===== config.mk =====
export PLATFORM = sky130hd
export DESIGN_NAME = mem_port_arbiter
export DESIGN_NICKNAME = d
export VERILOG_FILES = /design/src/rtl/mem_port_arbiter.sv
export SDC_FILE = /design/constraint.sdc
export NUM_CORES = 1
export LEC_CHECK = 0
export CORE_ASPECT_RATIO = 1.5
export CORE_MARGIN = 1
export CORE_UTILIZATION = 45
export CTS_CLUSTER_DIAMETER = 50
export CTS_CLUSTER_SIZE = 14
export DETAILED_ROUTE_END_ITERATION = 7
export PLACE_DENSITY = 0.86
export SYNTH_ARGS = -nofsm -noshare
export SYNTH_HDL_FRONTEND = slang
export SYNTH_SLANG_ARGS = --single-unit

===== constraint.sdc =====
create_clock -name clk -period 5.1 [get_ports clk]
set_input_delay 1.02 -clock clk [delete_from_list [all_inputs] [get_ports clk]]
set_output_delay 1.02 -clock clk [all_outputs]
set_load 0.05 [all_outputs]

===== src/rtl/mem_port_arbiter.sv =====
// Shared physical-memory responder for the fetch and load/store ports.
// Serves every request pending at round start, then answers all at once.
module mem_port_arbiter #(
  parameter bit DATA_FIRST = 1'b1
) (
  input  logic        clk,
  input  logic        rst,
  input  logic        instr_read,
  input  logic [31:0] instr_mem_address,
  output logic        instr_mem_resp,
  output logic [31:0] instr_mem_rdata,
  input  logic        data_read,
  input  logic        data_write,
  input  logic [31:0] data_mem_address,
  input  logic [31:0] data_mem_wdata,
  input  logic [3:0]  data_mbe,
  output logic        data_mem_resp,
  output logic [31:0] data_mem_rdata,
  output logic        pmem_read,
  output logic        pmem_write,
  output logic [31:0] pmem_address,
  output logic [31:0] pmem_wdata,
  output logic [3:0]  pmem_mbe,
  input  logic [31:0] pmem_rdata,
  input  logic        pmem_resp
);

  typedef enum logic [1:0] {
    IDLE,
    FIRST,
    SECOND,
    RESP
  } state_t;

  state_t state_q, state_d;

  logic        pend_d_q, pend_i_q, wr_q;
  logic [31:0] i_addr_q, d_addr_q, wdata_q;
  logic [31:0] i_rdata_q, d_rdata_q;
  logic [3:0]  mbe_q;

  logic req_d, req_any;
  logic busy, in_resp, serve_d;

  assign req_d   = data_read | data_write;
  assign req_any = req_d | instr_read;
  assign busy    = (state_q == FIRST) || (state_q == SECOND);
  assign in_resp = (state_q == RESP);

  // SECOND only exists when both ports are pending, so it
  // always serves whichever port FIRST skipped.
  always_comb begin
    serve_d = 1'b0;
    unique case (1'b1)
      (state_q == FIRST):
        serve_d = DATA_FIRST ? pend_d_q : !pend_i_q;
      (state_q == SECOND):
        serve_d = !DATA_FIRST;
      default:
        serve_d = 1'b0;
    endcase
  end

  always_comb begin
    state_d = state_q;
    unique case (state_q)
      IDLE: begin
        if (req_any) state_d = FIRST;
      end
      FIRST: begin
        if (pmem_resp)
          state_d = (pend_d_q && pend_i_q) ? SECOND : RESP;
      end
      SECOND: begin
        if (pmem_resp) state_d = RESP;
      end
      RESP: begin
        state_d = IDLE;
      end
      default: begin
        state_d = IDLE;
      end
    endcase
  end

  always_comb begin
    pmem_read    = 1'b0;
    pmem_write   = 1'b0;
    pmem_address = '0;
    pmem_wdata   = '0;
    pmem_mbe     = '0;
    if (busy) begin
      if (serve_d) begin
        pmem_read    = !wr_q;
        pmem_write   = wr_q;
        pmem_address = d_addr_q;
        pmem_wdata   = wdata_q;
        pmem_mbe     = mbe_q;
      end else begin
        pmem_read    = 1'b1;
        pmem_address = i_addr_q;
      end
    end
  end

  assign instr_mem_resp  = in_resp & pend_i_q;
  assign data_mem_resp   = in_resp & pend_d_q;
  assign instr_mem_rdata = in_resp ? i_rdata_q : '0;
  assign data_mem_rdata  = in_resp ? d_rdata_q : '0;

  always_ff @(posedge clk) begin
    if (!rst) begin
      state_q   <= IDLE;
      pend_d_q  <= 1'b0;
      pend_i_q  <= 1'b0;
      wr_q      <= 1'b0;
      i_addr_q  <= '0;
      d_addr_q  <= '0;
      wdata_q   <= '0;
      mbe_q     <= '0;
      i_rdata_q <= '0;
      d_rdata_q <= '0;
    end else begin
      state_q <= state_d;
      if (state_q == IDLE && req_any) begin
        pend_d_q <= req_d;
        pend_i_q <= instr_read;
        wr_q     <= data_write;
        i_addr_q <= instr_mem_address;
        d_addr_q <= data_mem_address;
        wdata_q  <= data_mem_wdata;
        mbe_q    <= data_mbe;
      end
      if (busy && pmem_resp) begin
        if (serve_d)
          d_rdata_q <= wr_q ? 32'h0 : pmem_rdata;
        else
          i_rdata_q <= pmem_rdata;
      end
    end
  end

endmodule


==> flow_metrics.tcl, run 1 <==
set metrics [dict create \
    drv_slew 0 \
    synth_nets 1125 \
    clkSlewWorstSetupHoldPaths_ns 0.06 \
    cts-htree-levels 4 \
    via_per_inst 5.175 \
    critical_path_arrival_ns 3.34 \
    start_util 0.4602 \
    worstRegToRegCells 6 \
    synth_top_area_frac 0.4541 \
    reg2reg_from "state_q[0]" \
    cap_violations 0 \
    cts_tree "yes" \
    p_leak_nw 3.884 \
    cp_max_fo 48 \
    synthArstFlopShare 0 \
    n_antenna_cell 0 \
    hold_start "d_rdata_q[15]" \
    synth_cell_types 30 \
    grt_pass1_wl_mm 34.27 \
    wl_per_cell_um 15.29 \
    worst_ir_drop_vdd_v 0.0003281 \
    max_slew_margin 0.1936 \
    wirelength_mm 21.67 \
    numCtsBuffers 17 \
    io_pins 274 \
    die_h_um 159.6 \
    grt_usage 0.2555 \
    clock_skew_ns 0.006957 \
    synth_seq_cells 169 \
    critPathLaunchType "flop" \
    grt_max_degree 96 \
    hold_slack_ns 0.4451 \
    place_congestion 0.8244 \
    hold_violations 0 \
    drc 0 \
    min_path_type "flop to flop" \
    dieWidth_um 107.1 \
    yosys_most_used_dff "dfxtp_1" \
    yosys-top-cells-count "nand2_1, dfxtp_1, a21oi_1" \
    tightest_slew_ns 1.210 \
    synth_area_sq_um 7451 \
    nets 1343 \
    fmax_ghz 0.2296 \
    timing.rr.end "d_rdata_q[30]" \
    r2r_slack_ns 2.35 \
    fin_crit_sh 0.8542 \
    power_density_nw_per_um2 474.1 \
    finalCriticalPeriod_ns 4.356 \
    cts.sinks 169 \
    clk_latency_ns 0.42 \
    synth-edff-count 0 \
    run_status "complete, no violations" \
    synthCells 981 \
    dp_hpwl_mm 14.53 \
    worstPathCellList "inv_1 -> ha_1 -> and2_2 -> buf_4 -> nand2_1 -> a21boi_0 -> clkdlybuf4s50_1" \
    io_buffers 273 \
    ys_seq_area_frac 0.4541 \
    dr.pass1.iters 5 \
    criticalPathCategory "flop to output port" \
    ant_nets 0 \
    syn2layout_area_growth_pct 43.95 \
    grt_pass1_vias 6839 \
    min_to "d_rdata_q[15]" \
    rows 57 \
    syn-mean-instance-area_sq_um 7.595 \
    cts_hold_buf 0 \
    synthTopCellsByArea "dfxtp_1, nand2_1, a21oi_1" \
    root_buffer "clkbuf_16" \
    die_area_sq_um 17090 \
    cts_setup_buffers 0 \
    tns_ns 0 \
    setup_viol 0 \
    layout-drive-gt1-share 0.04046 \
    crit_required_ns 4.08 \
    endpoint_kind "output port" \
    vias 7333 \
    drt_iter0_markers 383 \
    critPathSlowestCell "clkdlybuf4s50_1" \
    gr-total-overflow 0 \
    hold_depth 2 \
    clockBufferDepth 2 \
    yosysMostFrequentCell "nand2_1" \
    rsz0062_at_grt "no" \
    ctsResizeCount 0 \
    fp.coreArea_sq_um 16190 \
    antenna_found_initial 1 \
    synth_top_cell_by_area "dfxtp_1" \
    slowest_delay_ns 0.84 \
    synth_warnings 0 \
]
-- cell usage in the layout, fill, tap and decap left out, types with 2 or more instances in the layout --
cell	n
nand2_1	300
clkdlybuf4s50_1	269
dfxtp_1	169
a21oi_1	167
and2_1	104
a21boi_0	34
o21ai_0	33
nand3_1	32
nand3b_1	32
clkbuf_16	17
buf_4	13
ha_1	6
clkbuf_1	3
bufinv_16	3
clkinv_4	3
inv_1	2
o21a_1	2
clkinv_2	2
buf_12	2
-- stage by stage --
stage	area [sq um]	power [mW]	std cells	setup slack, ns	util
floorplan	7451	3.271	981	1.725	-
global placement	10130	3.753	1386	1.239	0.6257
detailed placement	10130	3.800	1386	1.190	0.6257
CTS	10730	5.115	1417	0.7518	0.6625
global route	10730	5.382	1417	0.5077	0.6625
finish	10730	5.085	1417	0.7438	0.6625
-- per-layer routing --
layer / global-route usage / up-vias / share of wire
met5: 0 / - / 0
met2: 0.4490 / 281 / 0.51
li1: - / 3646 / -
met1: 0.2838 / 3352 / 0.39
met4: 0.1245 / 0 / 0.038
met3: 0.06181 / 54 / 0.058
-- critical path, delay by kind of cell, from the launching register on --
family,cells,cell delay (ns)
buffers and inverters,3,1.34
AND/OR/NAND/NOR,2,0.86
flip-flops,1,0.35
adder cells (fa/ha/maj),1,0.21
AO/OA/AOI/OAI,1,0.15
-- layout make-up --
type	instances	area [sq um]
Clock buffer	21	450.4
Clock inverter	10	145.1
Tap cell	206	257.7
Timing Repair Buffer	284	2830
Sequential cell	169	3383
Fill cell	1332	5464
Multi-Input combinational cell	724	3645
Inverter	3	13.76
-- where the power goes --
group          switching, mW  total (mW)  internal, mW
Clock                  0.525        1.31         0.785
Combinational           1.31        1.99         0.680
Sequential             0.162        1.79          1.62
Total                   2.00        5.09          3.09
-- state kept, by name (all words and copies together), names as in the netlist --
signal / cells
state_q: 2
wdata_q: 32
i_addr_q: 32
i_rdata_q: 32
wr_q: 1
mbe_q: 4
pend_d_q: 1
d_rdata_q: 32
d_addr_q: 32
pend_i_q: 1
-- worst max path at each step --
stage | from | to
2_1_floorplan | state_q[1] | pmem_address[23]
3_3_place_gp | state_q[1] | pmem_address[29]
3_5_place_dp | state_q[1] | pmem_address[28]
4_1_cts | state_q[1] | pmem_address[29]
5_1_grt | state_q[1] | pmem_address[28]
6_report | state_q[1] | pmem_address[27]
-- cells by family after synthesis --
logic type / count (synthesis) / synth area share
buf+inv: 88 / 0.05861
simple gates: 476 / 0.2991
flops: 169 / 0.4541
compound gates: 242 / 0.1782
fa+ha+maj: 6 / 0.01008
Power figures use the tool's default switching activity.
==> inputs of run 2 (changes only) <==
==> constraint.sdc (replaced) <==
create_clock -name clk -period 5.1 [get_ports clk]
set_input_delay 1.02 -clock clk [delete_from_list [all_inputs] [get_ports clk]]
set_output_delay 1.02 -clock clk [all_outputs]
set_load 0.1 [all_outputs]
==> run 2 against run 1 <==
Effect of this change: maximum frequency is 8.1% higher; total power rose by 4.5%; clock power fell by 7%; flip-flop and latch count stayed put; combinational power up 17%; first-iteration DRC count decreased by 12%; core utilization fell by 1.2 points; critical path depth is the same; hold slack improved by 0.0017 ns; sequential power is essentially flat; sequential share of layout area is 0.60 points higher; critical endpoint is now pmem_address[1].
==> flow_metrics.tcl, run 2 (synthesis results as in run 1) <==
set metrics [dict create \
    run_status "complete, no violations" \
    endpoint_kind "output port" \
    grt_max_degree 98 \
    rows 57 \
    via_per_inst 5.179 \
    clockBufferDepth 2 \
    nets 1344 \
    cts_setup_buffers 0 \
    dr.pass1.iters 5 \
    start_util 0.4602 \
    drc 0 \
    layout-drive-gt1-share 0.1270 \
    critPathLaunchType "flop" \
    vias 7349 \
    grt_pass1_wl_mm 34.16 \
    clkSlewWorstSetupHoldPaths_ns 0.07 \
    hold_start "d_rdata_q[26]" \
    die_area_sq_um 17090 \
    r2r_slack_ns 2.43 \
    io_buffers 273 \
    criticalPathCategory "flop to output port" \
    n_antenna_cell 0 \
    setup_viol 0 \
    dp_hpwl_mm 14.35 \
    final_util 0.6502 \
    tightest_slew_ns 1.236 \
    cap_violations 0 \
    antenna_found_initial 1 \
    hold_violations 0 \
    cp_max_fo 50 \
    wl_per_cell_um 15.12 \
    reg2reg_from "state_q[0]" \
    gr-total-overflow 0 \
    syn2layout_area_growth_pct 41.28 \
    io_pins 274 \
    timing.rr.end "d_rdata_q[17]" \
    worstRegToRegCells 6 \
    drt_iter0_markers 336 \
    wirelength_mm 21.45 \
    min_path_type "flop to flop" \
    hold_depth 2 \
    ctsResizeCount 0 \
    min_to "d_rdata_q[26]" \
    ant_nets 0 \
    power_density_nw_per_um2 505.0 \
    clock_skew_ns 0.01584 \
    fin_ws_ns 1.069 \
    fmax_ghz 0.2481 \
    die_h_um 159.6 \
    grt_usage 0.2512 \
    clk_latency_ns 0.42 \
    p_leak_nw 4.087 \
    tns_ns 0 \
    dieWidth_um 107.1 \
    worst_ir_drop_vdd_v 0.0004013 \
    critical_path_arrival_ns 3.01 \
    place_congestion 0.8378 \
    final_common_cell "nand2_1" \
    max_slew_margin 0.1760 \
    root_buffer "clkbuf_16" \
    cts.sinks 169 \
    rsz0062_at_grt "no" \
    totalPowerFinal_mw 5.316 \
    crit_required_ns 4.08 \
    numCtsBuffers 17 \
    fin_crit_sh 0.7904 \
    cts_tree "yes" \
    grt_pass1_vias 6861 \
    pre_cts_slack_ns 1.518 \
    layout_common_cells "nand2_1, dfxtp_1, clkdlybuf4s50_1, a21oi_1, buf_4" \
    cts-htree-levels 4 \
    fp.coreArea_sq_um 16190 \
    drv_slew 0 \
    finalCriticalPeriod_ns 4.031 \
    cts_hold_buf 0 \
]
run 2: metal layers:
layer | track usage | up-vias | routed length (um)
li1 | - | 3641 | -
met4 | 0.1276 | 2 | 821
met3 | 0.05158 | 54 | 1159
met5 | 0 | - | 13
met2 | 0.4255 | 254 | 10890
met1 | 0.2966 | 3398 | 8564
run 2: final cells by class:
class | instances | area (sq um)
flip-flops and latches | 169 | 3383
clock inverters | 13 | 111.4
inverters | 3 | 13.76
fillers | 1412 | 5663
clock buffers | 19 | 442.9
well taps | 206 | 257.7
repair buffers | 285 | 2673
multi-input cells | 724 | 3645
run 2: how the worst max path moves through the flow:
stage	end	slack (ns)	start
after floorplan	pmem_address[23]	0.67	state_q[1]
after CTS	pmem_address[1]	1.04	state_q[1]
after global routing	pmem_address[1]	0.90	state_q[1]
final	pmem_address[1]	1.07	state_q[1]
after global placement	pmem_address[1]	1.63	state_q[1]
after detailed placement	pmem_address[1]	1.52	state_q[1]
run 2: report_power, final:
group,total (mW),internal [mW],leakage (nW),switching [mW]
sequential,1.77,1.62,1.39,0.151
clock,1.22,0.651,0.265,0.571
combinational,2.32,0.656,2.44,1.66
total,5.32,2.93,4.09,2.39
run 2: critical path: stages, from the launching register on:
cell and delay [ns]:
dfxtp_1 0.35, inv_1 0.14, ha_1 0.22, and2_2 0.78
buf_4 0.36, nand2_1 0.08, a21boi_0 0.28, buf_4 0.36
run 2: stage by stage:
stage	cell area, sq um	std cells	hold slack (ns)
after floorplan	7451	981	0.4273
after global placement	9972	1387	0.4336
after detailed placement	9972	1387	0.4401
after CTS	10530	1419	0.4490
after global routing	10530	1419	0.4651
final	10530	1419	0.4468
